$ cat config.mk
export PLATFORM = sky130hd
export DESIGN_NAME = fir_wb_arbiter
export DESIGN_NICKNAME = d
export VERILOG_FILES = /design/src/rtl/fir_wb_arb_pkg.sv /design/src/rtl/fir_wb_arb_wdog.sv /design/src/rtl/fir_wb_arbiter.sv
export SDC_FILE = /design/constraint.sdc
export NUM_CORES = 1
export LEC_CHECK = 0
export ABC_AREA = 1
export BUFFER_PORTS_ARGS = -buffer_cell sky130_fd_sc_hd__buf_4
export CAP_MARGIN = 0
export CORE_AREA = 8 8 116 118
export CTS_BUF_LIST = sky130_fd_sc_hd__clkbuf_8
export CTS_CLUSTER_DIAMETER = 50
export DETAILED_ROUTE_END_ITERATION = 12
export DIE_AREA = 0 0 124 126
export HOLD_SLACK_MARGIN = 0.1
export SYNTH_ARGS = -nofsm -noshare
export SYNTH_HDL_FRONTEND = slang
export SYNTH_SLANG_ARGS = --single-unit
$ cat constraint.sdc
create_clock -name wb_clk_i -period 2.75 [get_ports wb_clk_i]
set_clock_uncertainty 0.05 [all_clocks]
set_input_delay 0.4125 -clock wb_clk_i [delete_from_list [all_inputs] [get_ports wb_clk_i]]
set_output_delay 0.4125 -clock wb_clk_i [all_outputs]
set_load 0.01 [all_outputs]
$ cat src/rtl/fir_wb_arb_pkg.sv
// Shared types for the two-master FIR Wishbone arbiter.
// The DRAIN state only exists when FIR_WB_ARB_WDOG_EN is defined.
package fir_wb_arb_pkg;

  localparam int TMO_W_DEF = 8;

  typedef enum logic [1:0] {
    ST_IDLE  = 2'd0,
`ifdef FIR_WB_ARB_WDOG_EN
    ST_DRAIN = 2'd2,
`endif
    ST_BUSY  = 2'd1
  } state_t;

  typedef enum logic {
    OWN_M0 = 1'b0,
    OWN_M1 = 1'b1
  } owner_t;

endpackage

$ cat src/rtl/fir_wb_arb_wdog.sv
// Stall watchdog: counts owner strobe cycles without ack and flags expiry
// combinationally in the cycle the count would reach 2^TMO_W-1.
module fir_wb_arb_wdog
  import fir_wb_arb_pkg::*;
#(
  parameter int TMO_W = TMO_W_DEF
) (
  input  logic clk,
  input  logic rst,
  input  logic en,
  input  logic stb,
  input  logic ack,
  output logic expire_o
);

  localparam logic [TMO_W-1:0] LAST = ~TMO_W'(1);

  logic [TMO_W-1:0] cnt_q, cnt_d;
  logic             stall;

  // Ack wins over expiry: stall is false whenever ack is high.
  assign stall    = en & stb & ~ack;
  assign expire_o = stall & (cnt_q == LAST);

  always_comb begin
    cnt_d = '0;
    if (stall) cnt_d = cnt_q + TMO_W'(1);
  end

  always_ff @(posedge clk or posedge rst)
    if (rst) cnt_q <= '0;
    else     cnt_q <= cnt_d;

endmodule

$ cat src/rtl/fir_wb_arbiter.sv
// Two-master Wishbone arbiter in front of a shared FIR slave; the grant is
// held for the owner's whole cycle. FIR_WB_ARB_WDOG_EN adds a stall watchdog.
module fir_wb_arbiter
  import fir_wb_arb_pkg::*;
#(
  parameter int TMO_W = TMO_W_DEF,
  parameter int ADR_W = 32
) (
  input  logic             wb_clk_i,
  input  logic             wb_rst_i,
  input  logic             m0_cyc_i,
  input  logic             m0_stb_i,
  input  logic             m0_we_i,
  input  logic [3:0]       m0_sel_i,
  input  logic [ADR_W-1:0] m0_adr_i,
  input  logic [31:0]      m0_dat_i,
  output logic             m0_ack_o,
  output logic             m0_err_o,
  output logic [31:0]      m0_dat_o,
  input  logic             m1_cyc_i,
  input  logic             m1_stb_i,
  input  logic             m1_we_i,
  input  logic [3:0]       m1_sel_i,
  input  logic [ADR_W-1:0] m1_adr_i,
  input  logic [31:0]      m1_dat_i,
  output logic             m1_ack_o,
  output logic             m1_err_o,
  output logic [31:0]      m1_dat_o,
  output logic             s_cyc_o,
  output logic             s_stb_o,
  output logic             s_we_o,
  output logic [3:0]       s_sel_o,
  output logic [ADR_W-1:0] s_adr_o,
  output logic [31:0]      s_dat_o,
  input  logic             s_ack_i,
  input  logic [31:0]      s_dat_i,
  output logic [1:0]       gnt_o
);

  state_t state_q, state_d;
  owner_t owner_q, owner_d;
  owner_t last_q, last_d;
  logic [1:0] gnt_q, gnt_d;

  logic req0, req1;
  logic own_cyc, own_stb, own_we;
  logic [3:0]       own_sel;
  logic [ADR_W-1:0] own_adr;
  logic [31:0]      own_dat;
  logic             wdog_exp;

  assign req0 = m0_cyc_i & m0_stb_i;
  assign req1 = m1_cyc_i & m1_stb_i;

  assign own_cyc = (owner_q == OWN_M1) ? m1_cyc_i : m0_cyc_i;
  assign own_stb = (owner_q == OWN_M1) ? m1_stb_i : m0_stb_i;
  assign own_we  = (owner_q == OWN_M1) ? m1_we_i  : m0_we_i;
  assign own_sel = (owner_q == OWN_M1) ? m1_sel_i : m0_sel_i;
  assign own_adr = (owner_q == OWN_M1) ? m1_adr_i : m0_adr_i;
  assign own_dat = (owner_q == OWN_M1) ? m1_dat_i : m0_dat_i;

`ifdef FIR_WB_ARB_WDOG_EN
  fir_wb_arb_wdog #(.TMO_W(TMO_W)) u_wdog (
    .clk      (wb_clk_i),
    .rst      (wb_rst_i),
    .en       (state_q == ST_BUSY),
    .stb      (own_cyc & own_stb),
    .ack      (s_ack_i),
    .expire_o (wdog_exp)
  );
`else
  assign wdog_exp = 1'b0;
`endif

  always_ff @(posedge wb_clk_i or posedge wb_rst_i)
    if (wb_rst_i) begin
      state_q <= ST_IDLE;
      owner_q <= OWN_M0;
      last_q  <= OWN_M1;
      gnt_q   <= '0;
    end else begin
      state_q <= state_d;
      owner_q <= owner_d;
      last_q  <= last_d;
      gnt_q   <= gnt_d;
    end

  always_comb begin
    state_d = state_q;
    owner_d = owner_q;
    last_d  = last_q;
    case (state_q)
      ST_IDLE:
        if (req0 | req1) begin
          state_d = ST_BUSY;
          // On a tie, the master that did not own the bus last goes first.
          if (req0 & req1) owner_d = (last_q == OWN_M0) ? OWN_M1 : OWN_M0;
          else             owner_d = req1 ? OWN_M1 : OWN_M0;
        end
      ST_BUSY:
        if (!own_cyc) begin
          state_d = ST_IDLE;
          last_d  = owner_q;
        end
`ifdef FIR_WB_ARB_WDOG_EN
        else if (wdog_exp) state_d = ST_DRAIN;
      ST_DRAIN:
        if (!own_cyc) begin
          state_d = ST_IDLE;
          last_d  = owner_q;
        end
`endif
      default: state_d = ST_IDLE;
    endcase
    gnt_d = 2'b00;
    if (state_d != ST_IDLE) gnt_d = (owner_d == OWN_M1) ? 2'b10 : 2'b01;
  end

  assign gnt_o = gnt_q;

  always_comb begin
    s_cyc_o  = 1'b0;
    s_stb_o  = 1'b0;
    s_we_o   = 1'b0;
    s_sel_o  = '0;
    s_adr_o  = '0;
    s_dat_o  = '0;
    m0_ack_o = 1'b0;
    m0_err_o = 1'b0;
    m0_dat_o = '0;
    m1_ack_o = 1'b0;
    m1_err_o = 1'b0;
    m1_dat_o = '0;
    // Only BUSY connects the owner; IDLE and DRAIN keep the slave quiet.
    if (state_q == ST_BUSY) begin
      s_cyc_o = own_cyc;
      s_stb_o = own_stb;
      s_we_o  = own_we;
      s_sel_o = own_sel;
      s_adr_o = own_adr;
      s_dat_o = own_dat;
      if (owner_q == OWN_M1) begin
        m1_ack_o = s_ack_i;
        m1_err_o = wdog_exp;
        m1_dat_o = s_dat_i;
      end else begin
        m0_ack_o = s_ack_i;
        m0_err_o = wdog_exp;
        m0_dat_o = s_dat_i;
      end
    end
  end

endmodule

==> flow_summary_export.csv, run 1 <==
group,metric,value,unit
critical_path,r2r_end,"gnt_o[0]",
power_and_ir_drop,power_density,258,nW/um^2
finish,n_antenna_cell,0,
worst_hold_path,min_path_type,"in -> reg",
timing,final-hold-violation-count,0,
die,start_util,0.151,
global_routing,antenna_found_initial,0,
yosys,yosys_register_bits,6,
cts,cts_made_buffers,3,
placed_design,dp_hpwl,9660,um
critical_path,startpoint,"owner_q",
drt,routedWlPerCell,14.1,um
cts,cts-resized-gates,0,
yosys,synth_edf_count,0,
timing,max_clock_freq,505,MHz
finish,drive_gt1_frac,0.497,
die,row_count,40,
global_routing,grt_overflow_total,0,
yosys,synth_common_cells,"149 x nand2_1, 70 x a21oi_1, 69 x nor2_1",
placed_design,routabilityCongestion,0.807,
drt,wl,11600,um
critical_path,arrival,1.52,ns
die,io_pins,318,
cts,htree_num_levels,1,
status,status,"finished, final reports clean",
yosys,netlist_instances,377,
critical_path,worst_setup_path_end_kind,"output pin",
drt,vias,3332,
drt,dr.pass1.iters,4,
timing,finalSetupViolCount,0,
die,die_h,126,um
cts,clock_sinks,6,
critical_path,startpoint_type,"flip-flop",
power_and_ir_drop,power.leakage,2.59,nW
drt,drt_iter0_drc,133,
cts,clk_pin_slew,0.04,ns
run,max_cap_viol_count,0,
cts,cts_tree,"yes",
finish,num-fill-cells,1352,
placed_design,portBuffers,315,
timing,setup-tns-final,0,ns
cts,clk_path_buf_depth,2,
critical_path,crit_end,"s_adr_o[5]",
timing,rsz0062_at_grt,"no",
cts,clockRootBuffer,"clkbuf_8",
critical_path,cp_max_fo,69,
finish,final_nets,850,
power_and_ir_drop,ir_worst_vdd,0.186,mV
drt,ant_nets,0,
global_routing,grt_pass1_wl,16600,um
timing,period_share,0.720,
finish,area_growth_syn_to_layout,138,%
drt,viasPerCell,4.07,
yosys,yosysTopAreaCell,"nand2_1",
yosys,synth_seq_area_share,0.0853,
critical_path,rrSetupSlack,1.34,ns
timing,report.final.slew_viol_count,0,
placed_design,placed_area,4180,um^2
global_routing,grt_max_degree,74,
yosys,async_flop_share,1.00,
yosys,synthTopCellsByArea,"nand2_1 32%, a21oi_1 20%, nor2_1 15%, inv_1 7.8%, dfrtp_1 7.1%",
drt,drc,0,
critical_path,critical_path_required,2.29,ns
yosys,yosysMostFrequentCell,"nand2_1",
critical_path,path_class,"reg -> out",
yosys,syn_area,1770,um^2
critical_path,r2r_start,"owner_q",
die,die_x,124,um
die,core_area,11700,um^2
timing,min_period,1.98,ns
yosys,synth_top_area_share,0.315,
yosys,synth_ff_type,"dfrtp_1",
cts,clock_latency,0.22,ns
yosys,yosysUniqueCellTypes,17,
critical_path,reg2reg_depth,8,
global_routing,track_usage,0.129,
yosys,syn_area_per_cell,4.71,um^2
finish,stdcell_area,4230,um^2
yosys,ys_warn_count,0,
die,die-area,15600,um^2
global_routing,grt_pass1_vias,3191,
[power breakdown]
part	internal (mW)	switching, mW	total (mW)
combinational	0.388	0.446	0.834
clock	0.0959	0.0384	0.134
sequential	0.111	0.0111	0.122
total	0.595	0.495	1.09
[per-layer routing]
layer | wire [um] | share of wire | up-vias | global-route usage
li1 | - | - | 1723 | -
met1 | 3840 | 0.33 | 1398 | 0.125
met2 | 5820 | 0.50 | 203 | 0.250
met3 | 1780 | 0.15 | 8 | 0.0563
met4 | 117 | 0.010 | 0 | 0.0161
met5 | 0 | 0 | - | 0
[cell type report]
class | instances | area (um^2) | share of cell area
inverters | 41 | 154 | 0.0364
multi-input cells | 302 | 1260 | 0.298
well taps | 147 | 184 | 0.0435
clock buffers | 3 | 41.3 | 0.00976
flip-flops and latches | 6 | 153 | 0.0361
clock inverters | 1 | 3.75 | 0.000887
repair buffers | 319 | 2430 | 0.576
[state kept, by name (all words and copies together) (netlist names)]
register and count:
state_q 2, last_q 1, owner_q 1, gnt_o 2
[logic make-up after synthesis]
logic type      synth area share
simple gates               0.499
flops                     0.0853
buf+inv                    0.209
compound gates             0.205
other cells              0.00211
[cell usage in the layout, fill, tap and decap left out, drive strengths merged]
master	synthesis	routed
buf	30	318
nand2	155	155
a21oi	70	70
nor2	69	69
inv	41	42
dfrtp	5	5
conb	1	3
clkbuf	0	3
nand3	3	3
o21ai	1	1
o31ai	1	1
dlygate4sd3	0	1
dfstp	1	1
[worst min path at each step]
stage                     startpoint        to  slack (ns)  depth (start not counted)
after floorplan             wb_rst_i  gnt_o[0]        0.15                          1
after global placement      wb_rst_i  gnt_o[1]        0.31                          2
after detailed placement    wb_rst_i  gnt_o[1]        0.31                          2
after CTS                   m0_cyc_i    last_q        0.43                          4
after global routing        m1_cyc_i    last_q        0.46                          4
final                       m0_cyc_i    last_q        0.43                          4
[critical path, stage by stage (launching register included)]
cell and delay, ns:
dfrtp_2 0.42, inv_2 0.13, buf_12 0.28, nand2_1 0.08
a21oi_1 0.17, buf_4 0.15
[metrics by stage]
step / utilization / total power [mW] / worst slack (ns) / hold WS [ns] / instances
CTS: 0.361 / 1.11 / 0.747 / 0.431 / 819
finish: 0.361 / 1.09 / 0.771 / 0.429 / 819
global route: 0.361 / 1.20 / 0.648 / 0.458 / 819
global placement: 0.357 / 0.962 / 0.987 / 0.307 / 814
floorplan: - / 0.572 / 1.29 / 0.153 / 379
detailed placement: 0.357 / 0.963 / 0.990 / 0.311 / 814
[repair_timing]
action,in CTS,in global routing
hold buffers,1,0
buffers inserted,0,0
hold endpoints to repair,5,0
Note: power is estimated with default switching activity, not from simulation.
==> inputs of run 2 (changes only) <==
- clock period: 2.75 -> 1.77 ns (I/O delays scaled with it)
==> run 2 against run 1 <==
Net effect: first-iteration DRC count shrank 41%; sequential cell count unchanged; setup slack worse by 0.71 ns; global-route usage rose by 0.15 points; non-clock buffer count is 7 higher; clock-buffer cell count stayed put; critical path depth unchanged; final cell count rose by 0.85%; largest cell class unchanged.
==> flow_summary_export.csv, run 2 (synthesis results as in run 1) <==
group,metric,value,unit
status,status,"finished, final reports clean",
finish,final_nets,857,
finish,area_growth_syn_to_layout,149,%
timing,min_period,1.71,ns
cts,clk_pin_slew,0.04,ns
die,io_pins,318,
finish,final_cells,826,
die,core_area,11700,um^2
placed_design,dp_hpwl,9540,um
critical_path,critical_path_required,1.45,ns
critical_path,path_cells,"inv_8 > buf_12 > nand2_1 > a21oi_1 > buf_4",
power_and_ir_drop,ir_worst_vdd,0.274,mV
drt,viasPerCell,4.06,
finish,final_common_cell,"buf_4",
timing,setup_slack,0.0574,ns
placed_design,portBuffers,315,
drt,ant_nets,0,
critical_path,max_stage_delay,0.48,ns
die,row_count,40,
critical_path,reg2reg_depth,8,
drt,wl,11800,um
worst_hold_path,hold_depth,4,
die,die_x,124,um
critical_path,crit_slowest_cell,"dfrtp_2",
placed_design,placed_area,4220,um^2
die,die-area,15600,um^2
timing,period_share,0.968,
global_routing,grt_max_degree,73,
global_routing,grt_pass1_wl,16700,um
cts,clock_sinks,6,
critical_path,startpoint_type,"flip-flop",
critical_path,worst-path-buf-inv,3,
global_routing,track_usage,0.131,
drt,routedWlPerCell,14.2,um
global_routing,antenna_found_initial,0,
worst_hold_path,min_path_type,"in -> reg",
cts,clk_path_buf_depth,2,
run,max_cap_viol_count,0,
cts,clock_latency,0.22,ns
placed_design,post-place-ws,0.176,ns
power_and_ir_drop,power,1.91,mW
timing,whs,0.290,ns
critical_path,arrival,1.40,ns
critical_path,critPathTopFamily,"flip-flops",
finish,fin_util,0.377,
finish,stdcell_area,4420,um^2
power_and_ir_drop,power.leakage,2.65,nW
die,start_util,0.151,
cts,htree_num_levels,1,
finish,n_antenna_cell,0,
timing,setup-tns-final,0,ns
placed_design,routabilityCongestion,0.759,
drt,drc,0,
power_and_ir_drop,power_density,433,nW/um^2
cts,clockRootBuffer,"clkbuf_8",
cts,cts_made_buffers,3,
timing,finalSetupViolCount,0,
placed_design,dp_cells,816,
timing,final-hold-violation-count,0,
timing,max_clock_freq,584,MHz
drt,drt_iter0_drc,78,
drt,vias,3354,
critical_path,cp.depth,5,
timing,report.final.slew_viol_count,0,
timing,rsz0062_at_grt,"yes",
finish,layout_common_cells,"316 x buf_4, 147 x nand2_1, 69 x nor2_1",
finish,drive_gt1_frac,0.510,
die,die_h,126,um
critical_path,cp_max_fo,20,
cts,cts_tree,"yes",
critical_path,rrSetupSlack,0.46,ns
global_routing,grt_pass1_vias,3210,
critical_path,path_class,"reg -> out",
drt,dr.pass1.iters,4,
critical_path,worst_setup_path_end_kind,"output pin",
global_routing,grt_overflow_total,0,
[run 2: cell count changes in the layout (fill, tap and decap cells not counted)]
| cell | change |
|---|---|
| inv_4 | +1 |
| a21oi_2 | +3 |
| nand2_8 | +2 |
| nand2_4 | -2 |
| inv_8 | +1 |
| buf_12 | +3 |
| buf_4 | +1 |
| clkbuf_16 | +2 |
| nand2_2 | +2 |
| buf_16 | +1 |
| nand2_1 | -2 |
| inv_2 | -2 |
| a21oi_1 | -3 |
[run 2: worst paths after layout]
kind / startpoint / end
worst max register to register: owner_q / gnt_o[0]
worst min register to register: last_q / last_q
max in group asynchronous: wb_rst_i / last_q
worst max-delay path: owner_q / s_dat_o[25]
worst min-delay path: m1_cyc_i / last_q
min in group asynchronous: wb_rst_i / state_q[1]
[run 2: area by class of cell]
| cell class | count | area, um^2 |
|---|---|---|
| multi-input cells | 302 | 1290 |
| repair buffers | 326 | 2580 |
| clock inverters | 1 | 3.75 |
| fillers | 1295 | 7290 |
| clock buffers | 3 | 41.3 |
| well taps | 147 | 184 |
| inverters | 41 | 164 |
| flip-flops and latches | 6 | 153 |
[run 2: power by group]
group	switching (mW)	internal [mW]
Sequential	0.0280	0.172
Clock	0.0569	0.149
Combinational	0.755	0.750
[run 2: per-layer routing]
metal | track usage | vias to the layer above | wire, um
met5 | 0 | - | 0
met4 | 0.0126 | 0 | 61
met3 | 0.0572 | 4 | 1760
met2 | 0.246 | 185 | 6000
met1 | 0.134 | 1425 | 3940
li1 | - | 1740 | -
[run 2: tightest hold or removal path: stages]
cell and delay, ns:
buf_4 0.09, nand2_2 0.04, nand2_2 0.09, o31ai_1 0.07
[run 2: what timing repair did]
item | in CTS | in global routing
hold endpoints to repair | 5 | 0
gates resized for setup | 3 | 10
hold buffers | 1 | 0
pin swaps | 0 | 1
gates cloned | 1 | 2
setup endpoints to repair | 6 | 68
buffers inserted | 0 | 2
